--- src/rtl/rx_event_scheduler.sv ---
// rx_event_scheduler
//   Buffers completed-message events from the receive processor in a small
//   FIFO and arbitrates them round-robin against timer expiries and host
//   commands onto one valid/ready event port into the session manager. It also
//   keeps the expected incoming sequence number used by the processor.
//
// Ports
//   clk, rst            clock, synchronous active-high reset
//   rx_new_message_i    pulse: message complete; rx_error_type_i / rx_type_i sampled with it
//   tmr_expire_i        pulse: timer expired; tmr_id_i sampled with it
//   host_req_i          level request held until host_ack_o; host_cmd_i stable meanwhile
//   host_ack_o          pulse in the cycle the host command is captured
//   evt_valid_o/evt_ready_i, evt_src_o, evt_code_o
//                       event port (src 0=rx {type,err}, 1=timer {6'b0,id}, 2=host {4'b0,cmd})
//   seq_load_i, seq_load_val_i, expected_seq_o
//                       expected incoming sequence number (load has priority)
//   overflow_o, drop_count_o
//                       sticky rx drop flag, saturating drop counter
//
// Message type codes that do not advance the sequence number:
//   4'h4 = SequenceReset, 4'h5 = GapFill (4'h1 = Logon, for reference).
module rx_event_scheduler #(
    parameter int FIFO_DEPTH    = 4,
    parameter int COUNTER_DEPTH = 80
) (
    input  logic                     clk,
    input  logic                     rst,
    input  logic                     rx_new_message_i,
    input  logic [3:0]               rx_error_type_i,
    input  logic [3:0]               rx_type_i,
    input  logic                     tmr_expire_i,
    input  logic [1:0]               tmr_id_i,
    input  logic                     host_req_i,
    input  logic [3:0]               host_cmd_i,
    output logic                     host_ack_o,
    output logic                     evt_valid_o,
    input  logic                     evt_ready_i,
    output logic [1:0]               evt_src_o,
    output logic [7:0]               evt_code_o,
    input  logic                     seq_load_i,
    input  logic [COUNTER_DEPTH-1:0] seq_load_val_i,
    output logic [COUNTER_DEPTH-1:0] expected_seq_o,
    output logic                     overflow_o,
    output logic [7:0]               drop_count_o
);

    localparam int AW = (FIFO_DEPTH > 1) ? $clog2(FIFO_DEPTH) : 1;
    localparam int CW = AW + 1;

    localparam logic [1:0] SRC_RX   = 2'd0;
    localparam logic [1:0] SRC_TMR  = 2'd1;
    localparam logic [1:0] SRC_HOST = 2'd2;

    localparam logic [3:0] TYPE_SEQ_RESET = 4'h4;
    localparam logic [3:0] TYPE_GAP_FILL  = 4'h5;

    typedef enum logic {S_IDLE, S_PRESENT} state_t;

    state_t                   state_q, state_d;
    logic [1:0]               ptr_q, ptr_d;
    logic                     valid_q, valid_d;
    logic [1:0]               src_q, src_d;
    logic [7:0]               code_q, code_d;
    logic                     tmr_pend_q, tmr_pend_d;
    logic [1:0]               tmr_id_q, tmr_id_d;
    logic                     host_pend_q, host_pend_d;
    logic [3:0]               host_cmd_q, host_cmd_d;
    logic                     ack_prev_q, ack_prev_d;
    logic [COUNTER_DEPTH-1:0] seq_q, seq_d;
    logic                     ovf_q, ovf_d;
    logic [7:0]               drop_q, drop_d;
    logic [AW-1:0]            wr_ptr_q, wr_ptr_d;
    logic [AW-1:0]            rd_ptr_q, rd_ptr_d;
    logic [CW-1:0]            cnt_q, cnt_d;
    logic [7:0]               fifo_mem_q [FIFO_DEPTH];

    logic       host_ack;
    logic       rx_pend;
    logic       grant;
    logic [1:0] win;
    logic [1:0] cand;
    logic       pop;
    logic       push_ok;
    logic       fifo_full;

    // rx -> timer -> host -> rx
    function automatic logic [1:0] next_src(input logic [1:0] s);
        return (s == SRC_HOST) ? SRC_RX : s + 2'd1;
    endfunction

    function automatic logic src_pending(input logic [1:0] s, input logic rx_p,
                                         input logic tmr_p, input logic host_p);
        case (s)
            SRC_RX:   return rx_p;
            SRC_TMR:  return tmr_p;
            SRC_HOST: return host_p;
            default:  return 1'b0;
        endcase
    endfunction

    // Only clean, ordinary messages consume a sequence number.
    function automatic logic seq_qualifies(input logic [7:0] code);
        return (code[3:0] == 4'h0) && (code[7:4] != TYPE_SEQ_RESET) &&
               (code[7:4] != TYPE_GAP_FILL);
    endfunction

    always_comb begin
        state_d     = state_q;
        ptr_d       = ptr_q;
        valid_d     = valid_q;
        src_d       = src_q;
        code_d      = code_q;
        tmr_pend_d  = tmr_pend_q;
        tmr_id_d    = tmr_id_q;
        host_pend_d = host_pend_q;
        host_cmd_d  = host_cmd_q;
        seq_d       = seq_q;
        ovf_d       = ovf_q;
        drop_d      = drop_q;
        wr_ptr_d    = wr_ptr_q;
        rd_ptr_d    = rd_ptr_q;
        cnt_d       = cnt_q;
        pop         = 1'b0;
        grant       = 1'b0;
        win         = ptr_q;
        cand        = ptr_q;

        // ack_prev_q stops a still-high request from being taken twice in a row.
        host_ack   = host_req_i && !host_pend_q && !ack_prev_q && !rst;
        ack_prev_d = host_ack;
        rx_pend    = (cnt_q != '0);

        for (int k = 0; k < 3; k++) begin
            if (!grant && src_pending(cand, rx_pend, tmr_pend_q, host_pend_q)) begin
                grant = 1'b1;
                win   = cand;
            end
            cand = next_src(cand);
        end

        case (state_q)
            S_IDLE: begin
                if (grant) begin
                    valid_d = 1'b1;
                    src_d   = win;
                    ptr_d   = next_src(win);
                    state_d = S_PRESENT;
                    case (win)
                        SRC_RX: begin
                            code_d = fifo_mem_q[rd_ptr_q];
                            pop    = 1'b1;
                        end
                        SRC_TMR: begin
                            code_d     = {6'b0, tmr_id_q};
                            tmr_pend_d = 1'b0;
                        end
                        default: begin
                            code_d      = {4'b0, host_cmd_q};
                            host_pend_d = 1'b0;
                        end
                    endcase
                end
            end
            default: begin
                if (evt_ready_i) begin
                    valid_d = 1'b0;
                    state_d = S_IDLE;
                end
            end
        endcase

        // A fresh expiry overrides a same-cycle grant clear; repeated expiries merge.
        if (tmr_expire_i) begin
            tmr_pend_d = 1'b1;
            tmr_id_d   = tmr_id_i;
        end
        if (host_ack) begin
            host_pend_d = 1'b1;
            host_cmd_d  = host_cmd_i;
        end

        // A pop in the same cycle frees the slot a push into a full FIFO needs.
        fifo_full = (cnt_q == CW'(FIFO_DEPTH));
        push_ok   = rx_new_message_i && (!fifo_full || pop);
        if (rx_new_message_i && !push_ok) begin
            ovf_d = 1'b1;
            if (drop_q != 8'hFF) begin
                drop_d = drop_q + 8'd1;
            end
        end
        if (push_ok) begin
            wr_ptr_d = wr_ptr_q + AW'(1);
        end
        if (pop) begin
            rd_ptr_d = rd_ptr_q + AW'(1);
        end
        case ({push_ok, pop})
            2'b10:   cnt_d = cnt_q + CW'(1);
            2'b01:   cnt_d = cnt_q - CW'(1);
            default: cnt_d = cnt_q;
        endcase

        if (seq_load_i) begin
            seq_d = seq_load_val_i;
        end else if (state_q == S_PRESENT && evt_ready_i && src_q == SRC_RX &&
                     seq_qualifies(code_q)) begin
            seq_d = seq_q + COUNTER_DEPTH'(1);
        end
    end

    always_ff @(posedge clk) begin
        if (rst) begin
            state_q     <= S_IDLE;
            ptr_q       <= SRC_RX;
            valid_q     <= 1'b0;
            src_q       <= 2'd0;
            code_q      <= 8'd0;
            tmr_pend_q  <= 1'b0;
            tmr_id_q    <= 2'd0;
            host_pend_q <= 1'b0;
            host_cmd_q  <= 4'd0;
            ack_prev_q  <= 1'b0;
            seq_q       <= COUNTER_DEPTH'(1);
            ovf_q       <= 1'b0;
            drop_q      <= 8'd0;
            wr_ptr_q    <= '0;
            rd_ptr_q    <= '0;
            cnt_q       <= '0;
        end else begin
            state_q     <= state_d;
            ptr_q       <= ptr_d;
            valid_q     <= valid_d;
            src_q       <= src_d;
            code_q      <= code_d;
            tmr_pend_q  <= tmr_pend_d;
            tmr_id_q    <= tmr_id_d;
            host_pend_q <= host_pend_d;
            host_cmd_q  <= host_cmd_d;
            ack_prev_q  <= ack_prev_d;
            seq_q       <= seq_d;
            ovf_q       <= ovf_d;
            drop_q      <= drop_d;
            wr_ptr_q    <= wr_ptr_d;
            rd_ptr_q    <= rd_ptr_d;
            cnt_q       <= cnt_d;
        end
    end

    always_ff @(posedge clk) begin
        if (push_ok) begin
            fifo_mem_q[wr_ptr_q] <= {rx_type_i, rx_error_type_i};
        end
    end

    assign host_ack_o     = host_ack;
    assign evt_valid_o    = valid_q;
    assign evt_src_o      = src_q;
    assign evt_code_o     = code_q;
    assign expected_seq_o = seq_q;
    assign overflow_o     = ovf_q;
    assign drop_count_o   = drop_q;

endmodule

--- config.mk ---
export PLATFORM = sky130hd
export DESIGN_NAME = rx_event_scheduler
export DESIGN_NICKNAME = d
export VERILOG_FILES = /design/src/rtl/rx_event_scheduler.sv
export SDC_FILE = /design/constraint.sdc
export NUM_CORES = 1
export LEC_CHECK = 0
export CAP_MARGIN = 15
export CORE_AREA = 2 2 176 135
export DETAILED_ROUTE_END_ITERATION = 12
export DIE_AREA = 0 0 178 137
export PLACE_DENSITY = 0.57
export SLEW_MARGIN = 10
export SYNTH_ARGS = -nofsm -noshare
export SYNTH_HDL_FRONTEND = slang
export SYNTH_SLANG_ARGS = --single-unit
export TNS_END_PERCENT = 100
--- constraint.sdc ---
create_clock -name clk -period 5.7 [get_ports clk]
set_clock_uncertainty 0.2 [all_clocks]
set_input_delay 0.855 -clock clk [delete_from_list [all_inputs] [get_ports clk]]
set_output_delay 0.855 -clock clk [all_outputs]
set_load 0.005 [all_outputs]
### Yosys cells after proc, flatten, opt, wreduce, memory -nomap -nowiden

Memory sizes are Yosys's and may differ from the RTL's. A register that Yosys moved wholly into a read port is not among the register bits.
Index checks and enable logic that the tools add are counted.

| operators by class | value |
|---|---|
| equality and inequality tests | 18 |
| reductions and logical operators | 39 |
| bitwise operators | 1 |
| muxes and demuxes | 36 |
| add/sub/neg operators | 9 |

Operator list:

| cell | number |
|---|---|
| $mux W80 | 2 |
| $add A80 B1 Y80 const B | 1 |
| $mux W1 | 22 |
| $pmux W8 S2 | 1 |
| $mux W2 | 7 |
| $logic_and A1 B1 Y1 | 12 |
| $reduce_bool A2 Y1 | 6 |
| $add A2 B1 Y2 const B | 5 |
| $eq A2 B1 Y1 const B | 5 |
| $eq A2 B2 Y1 const B | 5 |
| $logic_not A2 Y1 | 5 |
| $pmux W1 S3 | 3 |
| $add A8 B1 Y8 const B | 1 |
| $ne A4 B3 Y1 const B | 2 |
| $ne A8 B8 Y1 const B | 1 |
| $logic_not A1 Y1 | 7 |
| $ne A2 B2 Y1 const B | 3 |
| $pmux W3 S2 | 1 |
| $reduce_and A2 Y1 | 3 |
| $reduce_and A3 Y1 | 2 |
| $logic_not A4 Y1 | 1 |
| $add A3 B1 Y3 const B | 1 |
| $eq A3 B3 Y1 const B | 1 |
| $reduce_bool A3 Y1 | 1 |
| 5 further kinds | 5 |

| storage, ports and cells | value |
|---|---|
| memories kept | 1 |
| word-level logic and storage cells | 120 |
| output and inout port bits | 101 |
| RAM bits | 32 |
| register bits after elaboration | 119 |

Memories:

| name | depth | bits a word | rd ports | clocked after Yosys merged registers in | wr ports | line | RTL |
|---|---|---|---|---|---|---|---|
| fifo_mem_q | 4 | 8 | 1 | 1 | 1 | 75 | `logic [7:0] fifo_mem_q [FIFO_DEPTH];` |

### Logic depth before layout (Yosys ltp)

| depth | value |
|---|---|
| word-level depth | 18 |
| gate-level depth with buffers | 8 |
| gate-level depth less buffers | 7 |

### Least setup slack after synthesis

Ideal clock, no wire load.

| timing | value |
|---|---|
| kind | input to register |
| from | input port evt_ready_i |
| to | register seq_q[41] (netlist: expected_seq_o[41]) |
| library setup time | 122 ps |
| data required time | 5378 ps |
| slack | 2866 ps |
| stages | 7 |
| arrival | 2512 ps |
| cell sequence | and4bb_2 > nand4_1 > nor4_1 > buf_2 > nand3_1 > and4_1 > a311o_1 |

| on the way | value |
|---|---|
| word-level cells in the longest chain between the ends | 4 |

Ends and longest elaborated chain:

| item | line | RTL |
|---|---|---|
| start, declared | 37 | `input logic evt_ready_i,` |
| $logic_and A1 B1 Y1 (3 in series) | 205 | `end else if (state_q == S_PRESENT && evt_ready_i && src_q == SRC_RX &&` |
| $reduce_bool A2 Y1 (no line) | n/a |  |
| end signal, assigned | 240 | `seq_q <= seq_d;` |
| end, declared | 69 | `logic [COUNTER_DEPTH-1:0] seq_q, seq_d;` |

Every way passes these cells.
A chain may end at the register's enable or synchronous reset.

### Final worst setup path

| timing | value |
|---|---|
| from | register code_q[3] (netlist: evt_code_o[3]) |
| to | register seq_q[79] (netlist: expected_seq_o[79]) |

| on the way | value |
|---|---|
| word-level cells in the longest chain between the ends | 5 |

Ends and longest elaborated chain:

| item | line | RTL |
|---|---|---|
| start, declared | 63 | `logic [7:0] code_q, code_d;` |
| start signal, assigned | 234 | `code_q <= code_d;` |
| $logic_not A4 Y1 | 103 | `return (code[3:0] == 4'h0) && (code[7:4] != TYPE_SEQ_RESET) &&` |
| $logic_and A1 B1 Y1 (2 in series) | 103 |  |
| $logic_and A1 B1 Y1 | 205 |  |
| $reduce_bool A2 Y1 (no line) | n/a |  |

Every way passes these cells.

==> impl_metrics.ini <==
[detailed_routing]
drtAntennaViolNets = 0
detail_route.first_pass.iterations = 5
routed_wl_mm = 26.8
drc = 0
wl_per_cell_um = 19.7
dr_total_vias = 7531
dr.first_iter.drc_count = 747
avgViaCountPerCell = 5.55

[yosys]
synth_edf_count = 32
synthDistinctLibCells = 64
syn_area_per_cell_sq_um = 9.01
yosys.area.top_type = dfxtp_1
syn_inst = 866
synthesis.area_sq_um = 7810
syn-num-nets = 974
ys_warn_count = 0
ys_ff_latch = 153
synth-main-ff-cell = dfxtp_1
synth-seq-area-share_pct = 43.3
async_reset_ff_share_pct = 0
synth_top_area_share_pct = 31.0
ys_top_cells_by_area = dfxtp_1 31%, edfxtp_1 12%, nor2_1 4.6%

[worst_setup_path]
critPathLaunch = evt_code_o[3]
cp.required_ns = 5.83
path_cells = nor4_1, nand4_1, nor2_1, nand4_2, or4b_1, and3_1
critPathTopFamily = simple AND/OR/NAND/NOR gates
r2r_cells = 6
crit_fanout = 7
worst-path-stages = 6
crit_path_end_kind = register
worstReg2RegEnd = expected_seq_o[79]
crit_buf_inv = 0
r2r_start = evt_code_o[3]
start_kind = register
r2r_setup_slack_ns = 1.98
critPathMaxStageDelay_ns = 0.93
arrival_ns = 3.85
crit_type = register to register
crit_slowest_cell = nor4_1
setup.worst_path.end = expected_seq_o[79]

[placement]
place_congestion = 0.897
io_buffers = 201
hpwlAfterDp_mm = 19.1

[timing]
fin_crit_ns = 3.72
fin_crit_sh_pct = 65.3
grt_setup_unrepaired = false
setup_viol = 0
max_freq_mhz = 269
tightest_slew_ns = 1.09
relSlewSlack_pct = 26.4
final-hold-violation-count = 0
tns_ns = 0
slew_violations = 0

[clocking]
cts_resized = 0
post_cts_buffers = 0
cts_hold_buf = 0
clkTransAtPathRegs_ns = 0.07
ctsHtreeMaxLevel = 4
cts_tree = yes
cts_inserted_buffers = 17
clk_path_buf_depth = 2
cts-root-buf = clkbuf_16
worstSkewPairLatency_ns = 0.43
cts_sinks = 153

[pwr]
p_per_area_nw_per_um2 = 303
leakagePower_nw = 3.57
peakVddDrop_mv = 0.195
pwr-share-seq_pct = 42.9
p_int_w = 0.00222
p_switching_w = 0.000994
swShare_pct = 31.0
clkPwrFrac_pct = 33.4
pwr-share-comb_pct = 23.7

[grt]
grt_max_degree = 92
grt_pass1_wl_mm = 40.9
antenna_found_initial = 0
grt_util_all_layers_pct = 22.1
grt-ovfl-total = 0
grt_pass1_vias = 6893

[finish]
fin_util_pct = 46.9
syn_to_final_growth_pct = 35.9
nets = 1153
antenna_cells = 0
layout-drive-gt1-share_pct = 6.14
nFillCells = 2215

[hold_path]
hp-class = register to register
min-delay-start = ack_prev_q

[floorplanning]
start_util_pct = 34.5
die_y_um = 137
row_count = 48
die_w_um = 178
die-area_sq_um = 24400
io_pins = 202
core-area_sq_um = 22600

[status]
status = completed

[flow_run]
cap_violations = 0
-- registers in the layout, summed over array words and instances (netlist names), 3 cells and up, named ones only --
signal	count
expected_seq_o	80
fifo_mem_q	32
drop_count_o	8
evt_code_o	8
host_cmd_q	4
cnt_q	3
-- power groups by stage --
stage          logic (W)  registers, W  clock network [W]
2_1_floorplan   0.000429       0.00135                  0
3_3_place_gp    0.000758       0.00140                  0
3_5_place_dp    0.000760       0.00140                  0
4_1_cts         0.000764       0.00138            0.00109
5_1_grt         0.000838       0.00140            0.00114
6_report        0.000762       0.00138            0.00107
-- worst min-delay path by stage --
stage / end / slack (ns) / depth (start not counted)
3_3_place_gp: ack_prev_q / 0.21 / 1
5_1_grt: ack_prev_q / 0.25 / 1
2_1_floorplan: ack_prev_q / 0.20 / 1
3_5_place_dp: ack_prev_q / 0.22 / 1
6_report: ack_prev_q / 0.23 / 1
4_1_cts: ack_prev_q / 0.23 / 1
-- Yosys cell counts (all sizes together) (6+ instances only) --
library cell and number:
ha 6, and4 17, clkbuf 37, a2111oi 17, nand2 73, nand4 56
and2 7, xor2 20, nor3b 11, dfxtp 121, o21ai 17, or3 15
nand2b 7, nand3 44, mux4 8, edfxtp 32, o2111a 7, nor3 44
nor2 95, nor4 22, inv 16, mux2i 14, nor2b 9, a22oi 7
and3 17, buf 12, xnor2 27, a211oi 17, a21oi 29
-- cell usage in the layout (no fill, tap or decap), types with 8 or more instances in the layout --
master,instances
o21ai_0,17
buf_4,9
a211oi_1,17
mux2i_1,14
or3_1,15
nand4_1,54
nor4_1,19
edfxtp_1,32
and4_1,17
dfxtp_1,121
nand2_1,73
a2111oi_0,16
clkdlybuf4s50_1,199
clkbuf_16,18
mux4_2,8
nor3b_1,11
inv_1,16
and3_1,17
nor2_1,95
xnor2_1,27
xor2_1,20
nand3_1,44
nor2b_1,9
nor3_1,44
a21oi_1,29
-- per-layer routing --
metal / GRT usage, % / share of wire, %
met1: 34.4 / 51
met2: 29.3 / 40
met5: 0 / 0
met4: 5.65 / 1.3
met3: 5.78 / 8.1
-- final cells by class --
| type | count | area (sq um) | share of cell area [%] |
|---|---|---|---|
| multi-input cells | 646 | 4170 | 39.3 |
| repair buffers | 209 | 2060 | 19.5 |
| clock buffers | 23 | 479 | 4.52 |
| clock inverters | 9 | 66.3 | 0.625 |
| flip-flops and latches | 153 | 3380 | 31.9 |
| well taps | 300 | 375 | 3.54 |
| inverters | 18 | 68.8 | 0.649 |
-- kinds of logic (layout without fill, tap and decap cells) --
family	count (synthesis)	in the layout	share of synthesized area, %
xor+xnor	47	47	5.27
flops	153	153	43.3
buf+inv	67	259	3.35
fa+ha+maj	7	7	1.22
compound gates	129	129	12.0
simple gates	439	439	30.4
mux	24	24	4.39
-- metrics by stage --
stage	cell area, sq um	std cells	worst slack [ns]	total power, W	hold slack [ns]
after floorplan	7810	866	2.87	0.00178	0.202
after global placement	10100	1326	1.84	0.00216	0.212
after detailed placement	10100	1326	1.74	0.00216	0.218
after CTS	10600	1358	2.03	0.00324	0.227
after global routing	10600	1358	1.74	0.00338	0.251
final	10600	1358	1.98	0.00321	0.227
No activity file was read; power rests on OpenSTA's default activity.
